File: src/rtl/taxi_axil_rr_arb.sv
// Round-robin grant arbiter for a shared AXI4-lite resource; the owner keeps the grant until it acks.
// Optional watchdog compiled in with `define TAXI_AXIL_RR_ARB_TIMEOUT_EN.
module taxi_axil_rr_arb #(
   parameter int unsigned PORTS   = 4,
   parameter int unsigned TIMEOUT = 1024,
   parameter int unsigned IDX_W   = (PORTS > 1) ? $clog2(PORTS) : 1
) (
   input  logic             clk,
   input  logic             rst,
   input  logic [PORTS-1:0] req,
   input  logic [PORTS-1:0] ack,
   output logic [PORTS-1:0] grant,
   output logic             grant_valid,
   output logic [IDX_W-1:0] grant_index,
   output logic             timeout,
   output logic [IDX_W-1:0] timeout_index
);

   typedef enum logic {
      IDLE = 1'b0,
      BUSY = 1'b1
   } state_t;

   state_t           state, state_nxt;
   logic [IDX_W-1:0] ptr, ptr_nxt;
   logic [PORTS-1:0] grant_nxt;
   logic             grant_valid_nxt;
   logic [IDX_W-1:0] grant_index_nxt;
   logic             timeout_nxt;
   logic [IDX_W-1:0] timeout_index_nxt;

   logic             honoured;
   logic             fire;
   logic             release_c;
   logic [PORTS-1:0] cand;
   logic [IDX_W-1:0] base;
   logic             sel_found;
   logic [IDX_W-1:0] sel_idx;

   // Only the owner's ack bit counts; grant is one-hot so masking with it isolates that bit.
   assign honoured = (state == BUSY) && |(ack & grant);

`ifdef TAXI_AXIL_RR_ARB_TIMEOUT_EN
   localparam int unsigned CNT_W = (TIMEOUT > 2) ? $clog2(TIMEOUT) : 1;

   logic [CNT_W-1:0] cnt, cnt_nxt;

   // An ack in the limit cycle wins over the watchdog.
   assign fire = (state == BUSY) && !honoured && (cnt == CNT_W'(TIMEOUT - 1));
`else
   logic unused_timeout_cfg;

   assign unused_timeout_cfg = |TIMEOUT;
   assign fire = 1'b0;
`endif

   assign release_c = honoured || fire;

   // On release the search restarts just past the releasing owner, which is excluded.
   always_comb begin
      cand = req;
      base = ptr;
      if (release_c) begin
         cand = req & ~grant;
         base = IDX_W'((int'(grant_index) + 1) % PORTS);
      end
   end

   // First candidate at or above base, wrapping; scanned downward so the lowest offset wins.
   always_comb begin
      sel_found = 1'b0;
      sel_idx   = '0;
      for (int i = PORTS - 1; i >= 0; i--) begin
         if (cand[(int'(base) + i) % PORTS]) begin
            sel_found = 1'b1;
            sel_idx   = IDX_W'((int'(base) + i) % PORTS);
         end
      end
   end

   always_comb begin
      state_nxt         = state;
      ptr_nxt           = ptr;
      grant_nxt         = grant;
      grant_valid_nxt   = grant_valid;
      grant_index_nxt   = grant_index;
      timeout_nxt       = 1'b0;
      timeout_index_nxt = '0;
`ifdef TAXI_AXIL_RR_ARB_TIMEOUT_EN
      cnt_nxt           = cnt;
`endif
      case (state)
         IDLE: begin
            if (sel_found) begin
               state_nxt       = BUSY;
               grant_nxt       = PORTS'(1) << sel_idx;
               grant_valid_nxt = 1'b1;
               grant_index_nxt = sel_idx;
`ifdef TAXI_AXIL_RR_ARB_TIMEOUT_EN
               cnt_nxt         = '0;
`endif
            end
         end
         BUSY: begin
            if (release_c) begin
               ptr_nxt = base;
               if (fire) begin
                  timeout_nxt       = 1'b1;
                  timeout_index_nxt = grant_index;
               end
               if (sel_found) begin
                  grant_nxt       = PORTS'(1) << sel_idx;
                  grant_index_nxt = sel_idx;
`ifdef TAXI_AXIL_RR_ARB_TIMEOUT_EN
                  cnt_nxt         = '0;
`endif
               end else begin
                  state_nxt       = IDLE;
                  grant_nxt       = '0;
                  grant_valid_nxt = 1'b0;
               end
            end else begin
`ifdef TAXI_AXIL_RR_ARB_TIMEOUT_EN
               cnt_nxt = cnt + CNT_W'(1);
`endif
            end
         end
         default: state_nxt = IDLE;
      endcase
   end

   always_ff @(posedge clk) begin
      if (rst) begin
         state         <= IDLE;
         ptr           <= '0;
         grant         <= '0;
         grant_valid   <= 1'b0;
         grant_index   <= '0;
         timeout       <= 1'b0;
         timeout_index <= '0;
`ifdef TAXI_AXIL_RR_ARB_TIMEOUT_EN
         cnt           <= '0;
`endif
      end else begin
         state         <= state_nxt;
         ptr           <= ptr_nxt;
         grant         <= grant_nxt;
         grant_valid   <= grant_valid_nxt;
         grant_index   <= grant_index_nxt;
         timeout       <= timeout_nxt;
         timeout_index <= timeout_index_nxt;
`ifdef TAXI_AXIL_RR_ARB_TIMEOUT_EN
         cnt           <= cnt_nxt;
`endif
      end
   end

endmodule

File: config.mk
export PLATFORM = sky130hd
export DESIGN_NAME = taxi_axil_rr_arb
export DESIGN_NICKNAME = d
export VERILOG_FILES = /design/src/rtl/taxi_axil_rr_arb.sv
export SDC_FILE = /design/constraint.sdc
export NUM_CORES = 1
export LEC_CHECK = 0
export ABC_AREA = 0
export BUFFER_PORTS_ARGS = -buffer_cell sky130_fd_sc_hd__buf_4
export CAP_MARGIN = 10
export CORE_MARGIN = 5
export CORE_UTILIZATION = 45
export CTS_CLUSTER_SIZE = 12
export DETAILED_ROUTE_END_ITERATION = 16
export MAX_ROUTING_LAYER = met4
export PLACE_DENSITY = 0.7
export SYNTH_ARGS = -nofsm -noshare
export SYNTH_HDL_FRONTEND = slang
export SYNTH_SLANG_ARGS = --single-unit
File: constraint.sdc
create_clock -name clk -period 2.1 [get_ports clk]
set_clock_uncertainty 0.2 [all_clocks]
set_input_delay 0.21 -clock clk [delete_from_list [all_inputs] [get_ports clk]]
set_output_delay 0.21 -clock clk [all_outputs]
set_load 0.01 [all_outputs]
* After elaboration in Yosys (flattened, before gate mapping)
Index checks and enable logic that the tools add are counted.
** Word-level totals
- Register bits after elaboration :: 10
- Input bits :: 10
- Output and inout port bits :: 10
- Word-level logic and storage cells :: 58
** Operators by class
- Add/sub/neg operators :: 4
- Magnitude comparators :: 4
- Eq/ne operators :: 3
- Shifts and indexed selects :: 1
- Multiplexer cells :: 32
- Bitwise logic cells :: 4
- Reductions and logical operators :: 5
** Operator list (count)
- $mux 4 :: 4
- $mux 2 :: 7
- $mux 1 :: 13
- $lt 2x3->1 const B :: 4
- $and 4x4->4 :: 2
- $bmux 1 s2 :: 4
- $pmux 4 s2 :: 1
- $add 2x1->2 const B :: 2
- $add 2x2->2 const B :: 2
- $ne 2x2->1 const B :: 2
- $not 4->4 :: 1
- $pmux 1 s2 :: 2
- $pmux 2 s2 :: 1
- $reduce_and 2->1 :: 2
- $reduce_or 4->1 :: 1
- $shl 1x2->4 const A :: 1
- $reduce_and 3->1 :: 1
- $ne 2x1->1 const B :: 1
- $logic_and 1x1->1 :: 1
- $not 1->1 :: 1

* Logic depth before layout (Yosys ltp)
Gate-level depths: netlist of the first run.
- Depth after elaboration :: 15
- Depth in mapped cells :: 7
- Gate-level depth less buffers :: 6

* Worst setup path before layout of the first run
OpenSTA, ideal clock, no wires.
- Kind :: register -> register
- From :: reg grant[1]
- To :: reg grant[1]
- Library setup time :: 0.117 ns
- Arrival :: 1.761 ns
- Data required time :: 1.783 ns
- Setup slack :: 0.022 ns
- Stages on the path, launching flop included :: 8
- Buffers on the path :: 1
- Period minus slack after synthesis :: 2.078 ns
- Path through :: dfxtp_1 > a22o_2 > o21a_1 > buf_6 > a21boi_2 > o41ai_2 > nor2_1 > a32o_1
** Between the ends
- Longest elaborated chain between the ends :: 15
- Elaborated cells on any way between the ends :: 34
- Those cells by class :: add/sub: 3; eq/ne: 2; shift: 1; mux: 22; bitwise: 3; reduce/logical: 3
** Ends and longest elaborated chain
- start, declared :: RTL line 12 : output logic [PORTS-1:0] grant,
- start signal, assigned :: RTL line 147 : grant <= grant_nxt;
- $and 4x4->4 :: RTL line 41 : assign honoured = (state == BUSY) && |(ack & grant);
- $reduce_or 4->1 :: RTL line 41
- $logic_and 1x1->1 :: RTL line 41
- $mux 2 :: RTL line 63 : if (release_c) begin
- $add 2x2->2 :: RTL line 74, 76
- $bmux 1 s2 :: RTL line 74 : if (cand[(int'(base) + i) % PORTS]) begin
- $mux 1 (not written as such) :: RTL line 74
- $mux 2 (4 in a row) :: RTL line 74
- $shl 1x2->4 :: RTL line 96, 112
- $mux 4 :: RTL line 111 : if (sel_found) begin
- $mux 4 :: RTL line 105 : if (release_c) begin
- $pmux 4 s2 :: RTL line 92 : case (state)
Several ways; a longest one is shown, not always the timed one. The select of a mux whose other input is x is not followed.
A chain may end at the register's enable or synchronous reset.

* Worst setup path after layout of the first run
- From :: reg grant[3]
- To :: reg grant[0]
Same word-level chain as after synthesis.

==> summary.md, run 1 <==
| Metric | Value |
|---|---|
| Status | finished with violations |
| Failing checks | setup timing |
| First-pass GRT wire length | 3420 um |
| Setup CP Type | flop to flop |
| Largest family of logic cells by synthesized area | compound AO/OA/AOI/OAI gates |
| Area growth from synthesis to layout | 43.8% |
| Die width | 50.2 um |
| Yosys cell types | 38 |
| Post-Syn Area | 728 um^2 |
| R2R cell count | 7 |
| Post-synthesis register bit count | 10 |
| YS warnings | 0 |
| Initial antenna violation count | 0 |
| Top FF cell, synth | dfxtp_1 |
| Hold Fails Final Rpt | 0 |
| Port Buffers | 16 |
| Reg2reg setup slack | -0.008 ns |
| Worst setup EP type | flop |
| Synth Area in Simple Gates | 0.204 |
| Post-route ant nets | 0 |
| Fin Hold WS | 0.217 ns |
| Startpoint Class | flop |
| GPL Wtd Cong | 0.909 |
| Initial core utilization | 0.478 |
| CP startpoint | grant[3] |
| Post-synthesis sequential area ratio | 0.275 |
| Met2 Track Usage GR | 0.255 |
| Placed instance area | 921 um^2 |
| Fin cells | 130 |
| Crit path max fanout | 5 |
| Mapped Avg Cell Area | 8.67 um^2 |
| Die H | 50.2 um |
| Fin area | 1050 um^2 |
| Via count | 764 |
| NetSw | 0.213 mW |
| TritonCTS clock tree | built |
| Skew-Pair Late Insertion Delay | 0.27 ns |
| Switch share | 0.347 |
| Pre-Repair DR Iteration Count | 4 |
| Fin worst setup slack | -0.00817 ns |
| DP Wirelength | 1560 um |
| Routed len/inst | 16.1 um |
| Hold Path Cell Cnt | 4 |
| Final setup vio count | 2 |
| Root Buffer | clkbuf_4 |
| Worst R2R Start | grant[3] |
| Clk slew on worst S/H paths | 0.07 ns |
| XOR/XNOR Fraction of Synth Area | 0.0120 |
| P_int | 0.400 mW |
| Worst endpoint required time | 2.08 ns |
| Final min period | 2.11 ns |
| Max-cap violation count | 0 |
| Core box area | 1520 um^2 |
| Final core utilization | 0.687 |
| Io pins | 20 |
| Pins Over Slew Limit | 0 |
| # nets final | 126 |
| RR Endpoint | grant[0] |
| ANT cells | 0 |
| Achievable Freq | 474 MHz |
| Initial DRC Count | 27 |
| Arr. time, crit path | 2.09 ns |
| Post-synthesis mux area share | 0.0739 |
| CP endpoint | grant[0] |
| Layout cell share with drive strength beyond 1 | 0.482 |
| Fin crit share | 1.00 |
| Vias in the first global route | 722 |
| Fraction of registers with async set/reset | 0 |
| DP Cell Count | 124 |
| Maximum clock insertion buffer count | 2 |
| # DRC | 0 |
| H-tree lvl count | 1 |
| Power Density | 585 nW/um^2 |
| Adder-Cell Fraction of Synth Area | 0 |
| Met1 usage | 0.243 |
| Die area | 2520 um^2 |
| Hold WC Path Type | primary input to flop |
| Met3 usage | 0.0325 |
| Leak pwr | 0.434 nW |
| Comb pwr share | 0.422 |
| Clock network fraction of total power | 0.221 |
| Tot GR Track Use | 0.179 |
| Final wirelength | 2100 um |
| CTS Buf Count | 3 |
| Clk sinks | 10 |
| Post-Synthesis Cells | 84 |
| Seq pwr share | 0.357 |
| Largest net degree at the start of global routing | 10 |
| # rows | 14 |
| GRT overflow | 0 |
| Synth Area in Compound Gates | 0.352 |
| RSZ-0062 raised after global routing | yes |
| Number of synthesized flops with an enable pin | 0 |
| Peak supply drop | 414 uV |
| GR peak layer | met2 |
| Vias per cell | 5.88 |
## logic make-up (layout without fill, tap and decap cells)
logic type,after synthesis,in the layout
other cells,1,3
flops,10,10
compound gates,30,30
simple gates,27,27
buf+inv,10,38
xor+xnor,1,1
mux,5,5
## repair_timing
| item | CTS | global route |
|---|---|---|
| endpoints found under the setup margin | 7 | 7 |
| hold endpoints to repair | 6 | 0 |
| pin swaps | 1 | 6 |
| buffers inserted | 1 | 1 |
| gates resized for setup | 6 | 12 |
| hold buffers | 1 | 0 |
## through the flow
| stage | power [mW] | worst slack [ns] | TNS [ns] |
|---|---|---|---|
| 2_1_floorplan | 0.361 | 0.0215 | 0 |
| 3_3_place_gp | 0.439 | -0.0808 | -0.247 |
| 3_5_place_dp | 0.441 | -0.0934 | -0.309 |
| 4_1_cts | 0.582 | -0.0290 | -0.0474 |
| 5_1_grt | 0.653 | -0.0988 | -0.330 |
| 6_report | 0.613 | -0.00817 | -0.0145 |
## worst max-delay path, cell delays in order (launching register included)
cell and delay (ns):
dfxtp_1 0.34, a22o_1 0.24, buf_6 0.13, o21ai_4 0.20, mux2i_2 0.32, o311ai_2 0.18, and2_4 0.18, o32ai_2 0.24
## area by class of cell
| type | count | area (um^2) |
|---|---|---|
| Sequential cell | 10 | 201 |
| Clock buffer | 3 | 22.5 |
| Inverter | 5 | 18.8 |
| Tap cell | 16 | 20.0 |
| Fill cell | 119 | 477 |
| Multi-Input combinational cell | 66 | 553 |
| Timing Repair Buffer | 30 | 231 |
## per-layer routing
| layer | routed length (um) | vias to the layer above |
|---|---|---|
| met5 | 0 | - |
| met4 | 44 | 0 |
| met3 | 146 | 8 |
| met2 | 1020 | 36 |
| met1 | 889 | 355 |
| li1 | - | 365 |
## power by group through the flow
stage / Sequential, mW / Clock, mW / Combinational, mW
2_1_floorplan: 0.232 / 0 / 0.130
3_3_place_gp: 0.222 / 0 / 0.218
3_5_place_dp: 0.222 / 0 / 0.219
4_1_cts: 0.218 / 0.136 / 0.228
5_1_grt: 0.220 / 0.153 / 0.280
6_report: 0.219 / 0.136 / 0.259
## registers in the layout, summed over array words and instances (netlist names)
signal	flops
ptr	2
grant	4
grant_valid	1
state	1
grant_index	2
## cell usage in the layout, fill, tap and decap left out, types with 3 or more instances in the layout
cell	count
buf_4	28
dfxtp_1	9
nand2_1	8
a21oi_1	6
inv_1	5
nand3_1	4
nor2_1	4
o21ai_1	3
a21boi_2	3
conb_1	3
clkbuf_4	3
## worst min path at each step
stage / from / endpoint / slack, ns
5_1_grt: req[2] / grant_index[0] / 0.26
3_3_place_gp: rst / grant_index[1] / 0.25
2_1_floorplan: ptr[0] / ptr[0] / 0.26
3_5_place_dp: rst / grant_index[0] / 0.25
6_report: req[2] / grant_index[0] / 0.22
4_1_cts: req[2] / grant_index[0] / 0.21
## Yosys cell counts (2+ instances only)
cell	instances	area, um^2
dfxtp_1	10	200
nand2_1	8	30.0
a21oi_1	6	30.0
inv_1	5	18.8
mux2i_1	4	40.0
nand3_1	4	20.0
nor2_1	4	15.0
o21ai_0	4	20.0
buf_4	3	22.5
a21boi_1	2	15.0
a21boi_2	2	22.5
a32o_1	2	20.0
nand2b_1	2	12.5
nor2b_1	2	12.5
o21a_1	2	15.0
o21ai_1	2	10.0
Note: power is estimated with default switching activity, not from simulation.
==> inputs of run 2 (changes only) <==
Settings changed: GPL_TIMING_DRIVEN set to 0.
==> summary.md, run 2 (synthesized netlist as in run 1, its figures left out) <==
| Metric | Value |
|---|---|
| Largest net degree at the start of global routing | 10 |
| Fin Hold WS | 0.102 ns |
| Cell family with most CP delay | compound AO/OA/AOI/OAI gates |
| Hold Fails Final Rpt | 0 |
| Largest regs | grant x4, grant_index x2, ptr x2 |
| Maximum clock insertion buffer count | 2 |
| Met1 usage | 0.212 |
| # rows | 14 |
| Layout cell share with drive strength beyond 1 | 0.491 |
| Initial core utilization | 0.478 |
| Final min period | 2.13 ns |
| Fin cells | 128 |
| GR peak layer | met2 |
| Via count | 730 |
| Leak pwr | 0.429 nW |
| Vias in the first global route | 722 |
| Clock network fraction of total power | 0.215 |
| Root Buffer | clkbuf_4 |
| NetSw | 0.203 mW |
| Setup CP Type | flop to flop |
| Hold WC Path Type | primary input to flop |
| CTS Buf Count | 3 |
| Met2 Track Usage GR | 0.251 |
| Switch share | 0.342 |
| Core box area | 1520 um^2 |
| Comb pwr share | 0.402 |
| Max-cap violation count | 0 |
| Clk slew on worst S/H paths | 0.06 ns |
| Tot GR Track Use | 0.163 |
| Seq pwr share | 0.384 |
| DP Wirelength | 1340 um |
| Die H | 50.2 um |
| Most frequent cells in the layout | buf_4 (25), nand2_1 (8), a21oi_1 (6), dfxtp_1 (6), inv_1 (5) |
| Final core utilization | 0.678 |
| Most flop-heavy register | grant |
| DP Worst Slack | -0.188 ns |
| Initial antenna violation count | 0 |
| Tot Pwr | 0.594 mW |
| Clk sinks | 10 |
| Critical path, cell by cell | a22o_4 > o21a_1 > buf_6 > a21boi_4 > o311ai_4 > and2_4 > o32ai_2 |
| Io pins | 20 |
| Routed len/inst | 15.5 um |
| Peak supply drop | 435 uV |
| GPL Wtd Cong | 0.859 |
| Commonest non-fill, non-tap cell in the layout | buf_4 |
| Crit path max fanout | 5 |
| Placed instance area | 868 um^2 |
| Worst setup EP type | flop |
| Vias per cell | 5.70 |
| Final setup vio count | 4 |
| GRT overflow | 0 |
| Crit path buf inv count | 1 |
| ANT cells | 0 |
| Fin crit share | 1.01 |
| Skew-Pair Late Insertion Delay | 0.26 ns |
| Fin area | 1030 um^2 |
| Die area | 2520 um^2 |
| Pins Over Slew Limit | 0 |
| TritonCTS clock tree | built |
| Max reg flops | 4 |
| P_int | 0.391 mW |
| Initial DRC Count | 8 |
| RSZ-0062 raised after global routing | yes |
| Post-route ant nets | 0 |
| DP Cell Count | 117 |
| Pre-Repair DR Iteration Count | 4 |
| Port Buffers | 15 |
| Worst path max stage delay | 0.35 ns |
| Power Density | 575 nW/um^2 |
| Achievable Freq | 469 MHz |
| Post-CTS Hold Fix Bufs | 0 |
| Arr. time, crit path | 2.10 ns |
| Worst endpoint required time | 2.07 ns |
| Area growth from synthesis to layout | 41.9% |
| Status | finished with violations |
| Failing checks | setup timing |
| Fin worst setup slack | -0.0304 ns |
| Startpoint Class | flop |
| Met3 usage | 0.0207 |
| Final wirelength | 1990 um |
| H-tree lvl count | 1 |
| Setup TNS | -0.0831 ns |
| # DRC | 0 |
| First-pass GRT wire length | 3180 um |
| # nets final | 124 |
| Die width | 50.2 um |
| Slowest-stage cell, CP | dfxtp_4 |
run 2: repair_timing:
| item | CTS | global route |
|---|---|---|
| setup endpoints to repair | 7 | 6 |
| buffers inserted | 6 | 1 |
| cloned | 0 | 1 |
| gates resized for setup | 15 | 3 |
| pin swaps | 5 | 7 |
| hold endpoints to repair | 0 | 0 |
run 2: final timing paths:
path | start | endpoint | slack [ns] | cells after the start
min reg2reg | ptr[0] | ptr[0] | 0.30 | 2
max reg2reg | grant[2] | grant[0] | -0.03 | 7
min | rst | ptr[1] | 0.10 | 2
max | grant[2] | grant[0] | -0.03 | 7
run 2: area by class of cell:
cell class,count,area [um^2]
multi-input cells,66,554
inverters,5,18.8
clock buffers,3,22.5
plain buffers,5,37.5
flip-flops and latches,10,210
repair buffers,23,170
fillers,135,490
well taps,16,20.0
run 2: per-layer routing:
metal | part of all wire | wire length, um
met5 | 0 | 0
met2 | 0.48 | 954
met1 | 0.47 | 927
met4 | 0.016 | 31
met3 | 0.037 | 73
run 2: power groups by stage:
stage	Combinational, mW	Clock, mW	Sequential, mW
after CTS	0.225	0.131	0.226
after detailed placement	0.187	0	0.232
final	0.239	0.128	0.228
after global placement	0.185	0	0.232
after global routing	0.257	0.140	0.231
after floorplan	0.130	0	0.232
